### src/rtl/lsu_regport_if.sv
// Request and data-bus signal bundle for the lsu_regport load/store unit.
// The slave modport is the unit's view. The master modport is the core-plus-bus environment's view.
interface lsu_regport_if #(
  parameter int XLEN   = 32,
  parameter int REG_AW = 5
);
  logic              req_valid;
  logic              req_ready;
  logic              req_store;
  logic [2:0]        req_funct3;
  logic [XLEN-1:0]   req_addr;
  logic [REG_AW-1:0] req_rd;
  logic [REG_AW-1:0] req_rs2;
  logic              bus_req;
  logic              bus_we;
  logic [XLEN-1:0]   bus_addr;
  logic [XLEN-1:0]   bus_wdata;
  logic [3:0]        bus_wstrb;
  logic              bus_ack;
  logic [XLEN-1:0]   bus_rdata;

  modport master (
    output req_valid, req_store, req_funct3, req_addr, req_rd, req_rs2,
    input  req_ready,
    input  bus_req, bus_we, bus_addr, bus_wdata, bus_wstrb,
    output bus_ack, bus_rdata
  );

  modport slave (
    input  req_valid, req_store, req_funct3, req_addr, req_rd, req_rs2,
    output req_ready,
    output bus_req, bus_we, bus_addr, bus_wdata, bus_wstrb,
    input  bus_ack, bus_rdata
  );
endinterface

### src/rtl/lsu_regport.sv
// Single-outstanding load/store unit between the register-file memory ports and the data bus.
// A store reads rs2 and then writes the bus. A load reads the bus, then aligns and extends the data and writes it back.
module lsu_regport #(
  parameter int XLEN   = 32,
  parameter int REG_AW = 5
) (
  input  logic              i_clk,
  input  logic              i_rst_n,
  lsu_regport_if.slave      io_bus,
  output logic [REG_AW-1:0] o_mem_read_addr,
  input  logic [XLEN-1:0]   i_mem_read_data,
  input  logic              i_write_en,
  input  logic [REG_AW-1:0] i_write_addr,
  input  logic [XLEN-1:0]   i_write_data,
  output logic              o_mem_write_en,
  output logic [REG_AW-1:0] o_mem_write_addr,
  output logic [XLEN-1:0]   o_mem_write_data,
  output logic              o_fault,
  output logic              o_busy
);

  typedef enum logic [1:0] {
    IDLE  = 2'd0,
    RDREG = 2'd1,
    BUS   = 2'd2,
    WB    = 2'd3
  } state_t;

  state_t            r_state;
  logic              r_store;
  logic [2:0]        r_funct3;
  logic [1:0]        r_addr_lo;
  logic [REG_AW-1:0] r_rd;
  logic [REG_AW-1:0] r_mem_read_addr;
  logic              r_bus_req;
  logic              r_bus_we;
  logic [XLEN-1:0]   r_bus_addr;
  logic [XLEN-1:0]   r_bus_wdata;
  logic [3:0]        r_bus_wstrb;
  logic              r_mem_write_en;
  logic [REG_AW-1:0] r_mem_write_addr;
  logic [XLEN-1:0]   r_mem_write_data;
  logic              r_fault;

  logic [XLEN-1:0]   w_store_data;
  logic [XLEN-1:0]   w_wdata;
  logic [3:0]        w_wstrb;
  logic [XLEN-1:0]   w_load_data;
  logic              w_bad_op;
  logic              w_wb_blocked;

  function automatic logic is_illegal(input logic store, input logic [2:0] f3);
    logic bad;
    if (store) begin
      bad = (f3 > 3'b010);
    end else begin
      bad = (f3 == 3'b011) || (f3 == 3'b110) || (f3 == 3'b111);
    end
    return bad;
  endfunction

  function automatic logic is_misaligned(input logic [2:0] f3, input logic [1:0] a);
    logic mis;
    case (f3[1:0])
      2'b01:   mis = a[0];
      2'b10:   mis = (a != 2'b00);
      default: mis = 1'b0;
    endcase
    return mis;
  endfunction

  function automatic logic [XLEN-1:0] load_extend(input logic [2:0] f3, input logic [1:0] a,
                                                  input logic [XLEN-1:0] w);
    logic [7:0]      b;
    logic [15:0]     h;
    logic [XLEN-1:0] r;
    b = w[{a, 3'b000} +: 8];
    h = a[1] ? w[31:16] : w[15:0];
    case (f3)
      3'b000:  r = {{(XLEN-8){b[7]}}, b};
      3'b001:  r = {{(XLEN-16){h[15]}}, h};
      3'b010:  r = w;
      3'b100:  r = {{(XLEN-8){1'b0}}, b};
      3'b101:  r = {{(XLEN-16){1'b0}}, h};
      default: r = {XLEN{1'b0}};
    endcase
    return r;
  endfunction

  assign w_bad_op     = is_illegal(io_bus.req_store, io_bus.req_funct3) ||
                        is_misaligned(io_bus.req_funct3, io_bus.req_addr[1:0]);
  assign w_load_data  = load_extend(r_funct3, r_addr_lo, io_bus.bus_rdata);
  // The register file lets the core port win, so a nonzero core write means ours did not land.
  assign w_wb_blocked = i_write_en && (i_write_addr != {REG_AW{1'b0}});

  // Store-data source: x0 reads as zero, and an in-flight core write to rs2 is bypassed.
  always_comb begin
    w_store_data = i_mem_read_data;
    if (r_mem_read_addr == {REG_AW{1'b0}}) begin
      w_store_data = {XLEN{1'b0}};
    end else if (i_write_en && (i_write_addr == r_mem_read_addr)) begin
      w_store_data = i_write_data;
    end else begin
      w_store_data = i_mem_read_data;
    end
  end

  // Lane replication and byte enables for the store width.
  always_comb begin
    w_wdata = w_store_data;
    w_wstrb = 4'b1111;
    case (r_funct3[1:0])
      2'b00: begin
        w_wdata = {4{w_store_data[7:0]}};
        w_wstrb = 4'b0001 << r_addr_lo;
      end
      2'b01: begin
        w_wdata = {2{w_store_data[15:0]}};
        w_wstrb = 4'b0011 << {r_addr_lo[1], 1'b0};
      end
      default: begin
        w_wdata = w_store_data;
        w_wstrb = 4'b1111;
      end
    endcase
  end

  // Control FSM with registered bus, writeback and fault outputs.
  always_ff @(posedge i_clk) begin
    if (!i_rst_n) begin
      r_state          <= IDLE;
      r_store          <= 1'b0;
      r_funct3         <= 3'b000;
      r_addr_lo        <= 2'b00;
      r_rd             <= {REG_AW{1'b0}};
      r_mem_read_addr  <= {REG_AW{1'b0}};
      r_bus_req        <= 1'b0;
      r_bus_we         <= 1'b0;
      r_bus_addr       <= {XLEN{1'b0}};
      r_bus_wdata      <= {XLEN{1'b0}};
      r_bus_wstrb      <= 4'b0000;
      r_mem_write_en   <= 1'b0;
      r_mem_write_addr <= {REG_AW{1'b0}};
      r_mem_write_data <= {XLEN{1'b0}};
      r_fault          <= 1'b0;
    end else begin
      r_fault <= 1'b0;
      case (r_state)
        IDLE: begin
          if (io_bus.req_valid) begin
            r_store   <= io_bus.req_store;
            r_funct3  <= io_bus.req_funct3;
            r_addr_lo <= io_bus.req_addr[1:0];
            r_rd      <= io_bus.req_rd;
            if (w_bad_op) begin
              r_fault <= 1'b1;
            end else if (io_bus.req_store) begin
              r_mem_read_addr <= io_bus.req_rs2;
              r_bus_addr      <= {io_bus.req_addr[XLEN-1:2], 2'b00};
              r_state         <= RDREG;
            end else begin
              r_bus_req   <= 1'b1;
              r_bus_we    <= 1'b0;
              r_bus_addr  <= {io_bus.req_addr[XLEN-1:2], 2'b00};
              r_bus_wdata <= {XLEN{1'b0}};
              r_bus_wstrb <= 4'b0000;
              r_state     <= BUS;
            end
          end else begin
            r_state <= IDLE;
          end
        end
        RDREG: begin
          r_bus_req       <= 1'b1;
          r_bus_we        <= 1'b1;
          r_bus_wdata     <= w_wdata;
          r_bus_wstrb     <= w_wstrb;
          r_mem_read_addr <= {REG_AW{1'b0}};
          r_state         <= BUS;
        end
        BUS: begin
          if (io_bus.bus_ack) begin
            r_bus_req   <= 1'b0;
            r_bus_we    <= 1'b0;
            r_bus_addr  <= {XLEN{1'b0}};
            r_bus_wdata <= {XLEN{1'b0}};
            r_bus_wstrb <= 4'b0000;
            if (r_store || (r_rd == {REG_AW{1'b0}})) begin
              r_state <= IDLE;
            end else begin
              r_mem_write_en   <= 1'b1;
              r_mem_write_addr <= r_rd;
              r_mem_write_data <= w_load_data;
              r_state          <= WB;
            end
          end else begin
            r_state <= BUS;
          end
        end
        WB: begin
          if (w_wb_blocked) begin
            r_state <= WB;
          end else begin
            r_mem_write_en   <= 1'b0;
            r_mem_write_addr <= {REG_AW{1'b0}};
            r_mem_write_data <= {XLEN{1'b0}};
            r_state          <= IDLE;
          end
        end
        default: begin
          r_state <= IDLE;
        end
      endcase
    end
  end

  assign io_bus.req_ready = (r_state == IDLE);
  assign io_bus.bus_req   = r_bus_req;
  assign io_bus.bus_we    = r_bus_we;
  assign io_bus.bus_addr  = r_bus_addr;
  assign io_bus.bus_wdata = r_bus_wdata;
  assign io_bus.bus_wstrb = r_bus_wstrb;
  assign o_mem_read_addr  = r_mem_read_addr;
  assign o_mem_write_en   = r_mem_write_en;
  assign o_mem_write_addr = r_mem_write_addr;
  assign o_mem_write_data = r_mem_write_data;
  assign o_fault          = r_fault;
  assign o_busy           = (r_state != IDLE);

endmodule

### src/flat_wrapper.sv
// flat-port wrapper written by rule: the top's interface ports become plain ports
module lsu_regport_flat 
#(
  parameter int XLEN   = 32,
  parameter int REG_AW = 5
)
  (i_clk, i_rst_n, o_mem_read_addr, i_mem_read_data, i_write_en, i_write_addr, i_write_data, o_mem_write_en, o_mem_write_addr, o_mem_write_data, o_fault, o_busy, io_bus_req_valid, io_bus_req_store, io_bus_req_funct3, io_bus_req_addr, io_bus_req_rd, io_bus_req_rs2, io_bus_req_ready, io_bus_bus_req, io_bus_bus_we, io_bus_bus_addr, io_bus_bus_wdata, io_bus_bus_wstrb, io_bus_bus_ack, io_bus_bus_rdata);
  lsu_regport_if #(.XLEN(XLEN), .REG_AW(REG_AW)) io_bus_i ();
  input  logic i_clk;
  input  logic i_rst_n;
  output logic [REG_AW-1:0] o_mem_read_addr;
  input  logic [XLEN-1:0] i_mem_read_data;
  input  logic i_write_en;
  input  logic [REG_AW-1:0] i_write_addr;
  input  logic [XLEN-1:0] i_write_data;
  output logic o_mem_write_en;
  output logic [REG_AW-1:0] o_mem_write_addr;
  output logic [XLEN-1:0] o_mem_write_data;
  output logic o_fault;
  output logic o_busy;
  input wire logic [$bits(io_bus_i.req_valid)-1:0] io_bus_req_valid;
  input wire logic [$bits(io_bus_i.req_store)-1:0] io_bus_req_store;
  input wire logic [$bits(io_bus_i.req_funct3)-1:0] io_bus_req_funct3;
  input wire logic [$bits(io_bus_i.req_addr)-1:0] io_bus_req_addr;
  input wire logic [$bits(io_bus_i.req_rd)-1:0] io_bus_req_rd;
  input wire logic [$bits(io_bus_i.req_rs2)-1:0] io_bus_req_rs2;
  output wire logic [$bits(io_bus_i.req_ready)-1:0] io_bus_req_ready;
  output wire logic [$bits(io_bus_i.bus_req)-1:0] io_bus_bus_req;
  output wire logic [$bits(io_bus_i.bus_we)-1:0] io_bus_bus_we;
  output wire logic [$bits(io_bus_i.bus_addr)-1:0] io_bus_bus_addr;
  output wire logic [$bits(io_bus_i.bus_wdata)-1:0] io_bus_bus_wdata;
  output wire logic [$bits(io_bus_i.bus_wstrb)-1:0] io_bus_bus_wstrb;
  input wire logic [$bits(io_bus_i.bus_ack)-1:0] io_bus_bus_ack;
  input wire logic [$bits(io_bus_i.bus_rdata)-1:0] io_bus_bus_rdata;
  assign io_bus_i.req_valid = io_bus_req_valid;
  assign io_bus_i.req_store = io_bus_req_store;
  assign io_bus_i.req_funct3 = io_bus_req_funct3;
  assign io_bus_i.req_addr = io_bus_req_addr;
  assign io_bus_i.req_rd = io_bus_req_rd;
  assign io_bus_i.req_rs2 = io_bus_req_rs2;
  assign io_bus_req_ready = io_bus_i.req_ready;
  assign io_bus_bus_req = io_bus_i.bus_req;
  assign io_bus_bus_we = io_bus_i.bus_we;
  assign io_bus_bus_addr = io_bus_i.bus_addr;
  assign io_bus_bus_wdata = io_bus_i.bus_wdata;
  assign io_bus_bus_wstrb = io_bus_i.bus_wstrb;
  assign io_bus_i.bus_ack = io_bus_bus_ack;
  assign io_bus_i.bus_rdata = io_bus_bus_rdata;
  lsu_regport #(.XLEN(XLEN), .REG_AW(REG_AW)) u_core (.i_clk(i_clk), .i_rst_n(i_rst_n), .io_bus(io_bus_i), .o_mem_read_addr(o_mem_read_addr), .i_mem_read_data(i_mem_read_data), .i_write_en(i_write_en), .i_write_addr(i_write_addr), .i_write_data(i_write_data), .o_mem_write_en(o_mem_write_en), .o_mem_write_addr(o_mem_write_addr), .o_mem_write_data(o_mem_write_data), .o_fault(o_fault), .o_busy(o_busy));
endmodule
### config.mk
export PLATFORM = sky130hd
export DESIGN_NAME = lsu_regport_flat
export DESIGN_NICKNAME = d
export VERILOG_FILES = /design/src/rtl/lsu_regport_if.sv /design/src/rtl/lsu_regport.sv /design/src/flat_wrapper.sv
export SDC_FILE = /design/constraint.sdc
export NUM_CORES = 1
export LEC_CHECK = 0
export ABC_AREA = 0
export CORE_UTILIZATION = 40
export CTS_CLUSTER_DIAMETER = 50
export DETAILED_ROUTE_END_ITERATION = 10
export DONT_BUFFER_PORTS = 1
export PLACE_DENSITY = 0.58
export SYNTH_ARGS = -nofsm -noshare
export SYNTH_HDL_FRONTEND = slang
export SYNTH_SLANG_ARGS = --single-unit
### constraint.sdc
create_clock -name i_clk -period 3.06 [get_ports i_clk]
set_clock_uncertainty 0.1 [all_clocks]
set_input_delay 0.459 -clock i_clk [delete_from_list [all_inputs] [get_ports i_clk]]
set_output_delay 0.459 -clock i_clk [all_outputs]
set_load 0.03 [all_outputs]
==> key figures <==
Run status
  – Status: complete, no violations

Routing
  – DR vias: 5437
  – Initial DRT Pass Iterations: 4
  – DR DRC count: 0
  – Total wire length: 18100 um
  – DRT antenna net count: 0
  – Routed WL per cell: 18.8 um
  – Vias/cell: 5.66
  – Iter 0 DRT Violations: 395

Setup path
  – Critical path type: reg -> reg
  – Crit path max-delay family: simple AND/OR/NAND/NOR gates
  – Arrival @ worst endpoint: 2.82 ns
  – Crit path buffers/inverters: 1
  – Data required, critical path: 3.27 ns
  – Setup crit end kind: register
  – Worst Path Max Fanout: 18
  – Startpoint types: register
  – CP max stage cell: dfxtp_1
  – Crit path largest cell delay: 0.56 ns
  – Worst path cell trace: xnor2_1, nand4_1, nor3_4, buf_4, mux2_2, or3b_2, a21oi_1

Clock network
  – Clk sink count: 125
  – H-tree levels: 4
  – Root buffer cell: clkbuf_16
  – Num CTS Buffers: 17
  – CTS clk-pin slew, worst paths: 0.06 ns
  – Worst skew pair latency: 0.41 ns
  – CTS tree: built
  – Clock buffer depth: 2
  – Post-CTS Hold Buffers: 0
  – Post-CTS setup buffer count: 0
  – Cts repair resizes: 0

STA
  – Smallest hold slack: 0.0858 ns
  – Final min period: 2.61 ns
  – Final-report max-slew violation count: 0
  – TNS Setup: 0 ns
  – FMAX: 384 MHz
  – Final Hold Vio Count: 0
  – Worst-Margin Slew: 1.19 ns
  – Final WS setup: 0.454 ns
  – Final setup viols: 0
  – Slew margin rel.: 0.204
  – Final Cycle Share: 0.851
  – RSZ-0062 raised after global routing: no

Die
  – Die width: 128 um
  – Die height: 128 um
  – Total core area: 15300 um2
  – Starting Density: 0.412
  – Row cnt: 45
  – I/O pin count: 268
  – Total die area: 16300 um2

Synth
  – Syn avg cell area: 8.24 um2
  – Post-synth EDFFs: 0
  – Seq/Total Area, Yosys: 0.397
  – Cells after synthesis: 766
  – Share of flip-flops with an asynchronous set or reset: 0
  – Yosys Warn Count: 0
  – Yosys top cell area share: 0.397
  – Distinct cells, synth: 55
  – Synth area leader: dfxtp_1
  – Ys flop type: dfxtp_1
  – Post-Syn Area: 6310 um2
  – Yosys reg bits: 125
  – Synth top area cells: dfxtp_1, a21oi_1, nor2_1

Global routing
  – First-pass GRT wire length: 27900 um
  – Gr busiest metal: met2
  – Total GRT Usage: 0.219
  – Met3 track demand over resource: 0.0766
  – Remaining global-route overflow: 0
  – Grt met1 use: 0.266
  – Initial antenna violation count: 0
  – Largest net degree at the start of global routing: 63
  – Routing usage on met2: 0.358
  – Vias in the first global route: 5078

Flow run
  – Max cap viols: 0

Placed design
  – Gpl congestion: 0.865
  – Placed Cells incl. Taps: 929
  – Final HPWL DP: 13400 um
  – Pre-CTS setup slack: 0.440 ns
  – Post-place instance area: 6470 um2
  – IO Port Bufs: 0

Pwr
  – PD cells: 938 nW/um2
  – Total power: 6.65 mW
  – Leakage power: 2.46 nW
  – Max rail drop VDD: 0.437 mV

Finish
  – Area grow syn2layout: 12.3%
  – Seq. cell area: 2500 um2
  – Final Instance Area: 7090 um2
  – Area of the multi-input gates: 3470 um2
  – Ratio of cells with drive above 1 in the final layout: 0.115
  – Final Util: 0.463
  – Finished Layout Cells: 961
  – Fillers: 1513
  – Antenna diode count: 0
  – Layout Nets: 896

Worst hold path
  – Hold Path Class: in -> reg
==> sequential cells by signal, indices dropped and copies added, names as in the netlist <==
signal	flops
u_core.io_bus.bus_wdata	32
u_core.o_mem_write_data	32
u_core.io_bus.bus_addr	30
u_core.o_mem_read_addr	5
u_core.o_mem_write_addr	5
u_core.r_rd	5
u_core.io_bus.bus_wstrb	4
u_core.r_funct3	3
u_core.r_addr_lo	2
u_core.r_state	2
u_core.io_bus.bus_req	1
u_core.io_bus.bus_we	1
u_core.o_fault	1
u_core.o_mem_write_en	1
u_core.r_store	1
==> layout make-up <==
type | count | area share
inverter | 11 | 0.00600
clock buffer | 20 | 0.0645
clock inverter | 12 | 0.0226
timing repair buffer | 22 | 0.0268
multi-input combinational | 560 | 0.489
sequential | 125 | 0.353
tap | 211 | 0.0373
==> cell families after synthesis <==
group | count (synthesis) | synth area share
compound gates | 275 | 0.284
xor+xnor | 5 | 0.00694
fa+ha+maj | 7 | 0.0139
buf+inv | 82 | 0.0581
flops | 125 | 0.397
mux | 44 | 0.0748
other cells | 1 | 0.000594
simple gates | 227 | 0.165
==> metal layers <==
metal	vias up	wire (um)	part of all wire
met5	-	0	0
met4	0	332	0.018
met3	23	1520	0.084
met2	203	8570	0.47
met1	2531	7660	0.42
li1	2680	-	-
==> synth_stat cells, drive strengths merged (9+ instances only) <==
cell type    n
a22oi       23
o21ai       33
nor2        89
a21o        10
mux2i       28
inv         11
clkbuf      49
o31ai       10
nor3        14
o22ai        9
a21oi       74
dfxtp      125
or3b         9
buf         22
a21boi      30
nand2       78
nor3b       11
o21a        24
a31oi       31
mux2        15
==> placed cells by master, fill, tap and decap left out, types with 3 or more instances in the layout <==
cell type	instances
dfxtp_1	124
nor2_1	89
nand2_1	78
a21oi_1	74
o21ai_0	31
a31oi_1	31
a21boi_0	30
mux2i_1	28
o21a_1	24
a22oi_1	23
buf_4	20
clkbuf_16	17
mux2_2	15
nor3_1	12
nor3b_1	11
inv_1	10
a21o_1	10
o31ai_1	10
or3b_2	9
o22ai_1	9
a22o_1	8
or3_1	7
a221oi_1	7
ha_1	7
nor2b_1	6
a2bb2oi_1	5
clkinvlp_4	4
nand2b_1	3
and2_1	3
xnor2_1	3
bufinv_16	3
inv_6	3
==> final timing paths <==
| path | startpoint | to | slack, ns | depth (start not counted) |
|---|---|---|---|---|
| worst max-delay path | u_core.o_mem_read_addr[1] | u_core.io_bus.bus_wdata[4] | 0.45 | 7 |
| worst min-delay path | io_bus_req_rd[2] | u_core.r_rd[2] | 0.09 | 2 |
| worst max register to register | u_core.o_mem_read_addr[1] | u_core.io_bus.bus_wdata[4] | 0.45 | 7 |
| worst min register to register | u_core.r_rd[2] | u_core.r_rd[2] | 0.37 | 2 |
==> where the power goes <==
group / leakage (nW) / internal [mW] / total [mW] / switching, mW
registers: 1.01 / 1.89 / 2.53 / 0.639
clock network: 0.290 / 1.33 / 2.09 / 0.760
logic: 1.16 / 0.744 / 2.03 / 1.29
total: 2.46 / 3.96 / 6.65 / 2.69
==> worst register-to-register path: stages (launching register included) <==
cell     delay [ns]
dfxtp_1        0.56
xnor2_1        0.17
nand4_1        0.16
nor3_4         0.19
buf_4          0.28
mux2_2         0.42
or3b_2         0.46
a21oi_1        0.18
(Power assumes the default switching activity.)
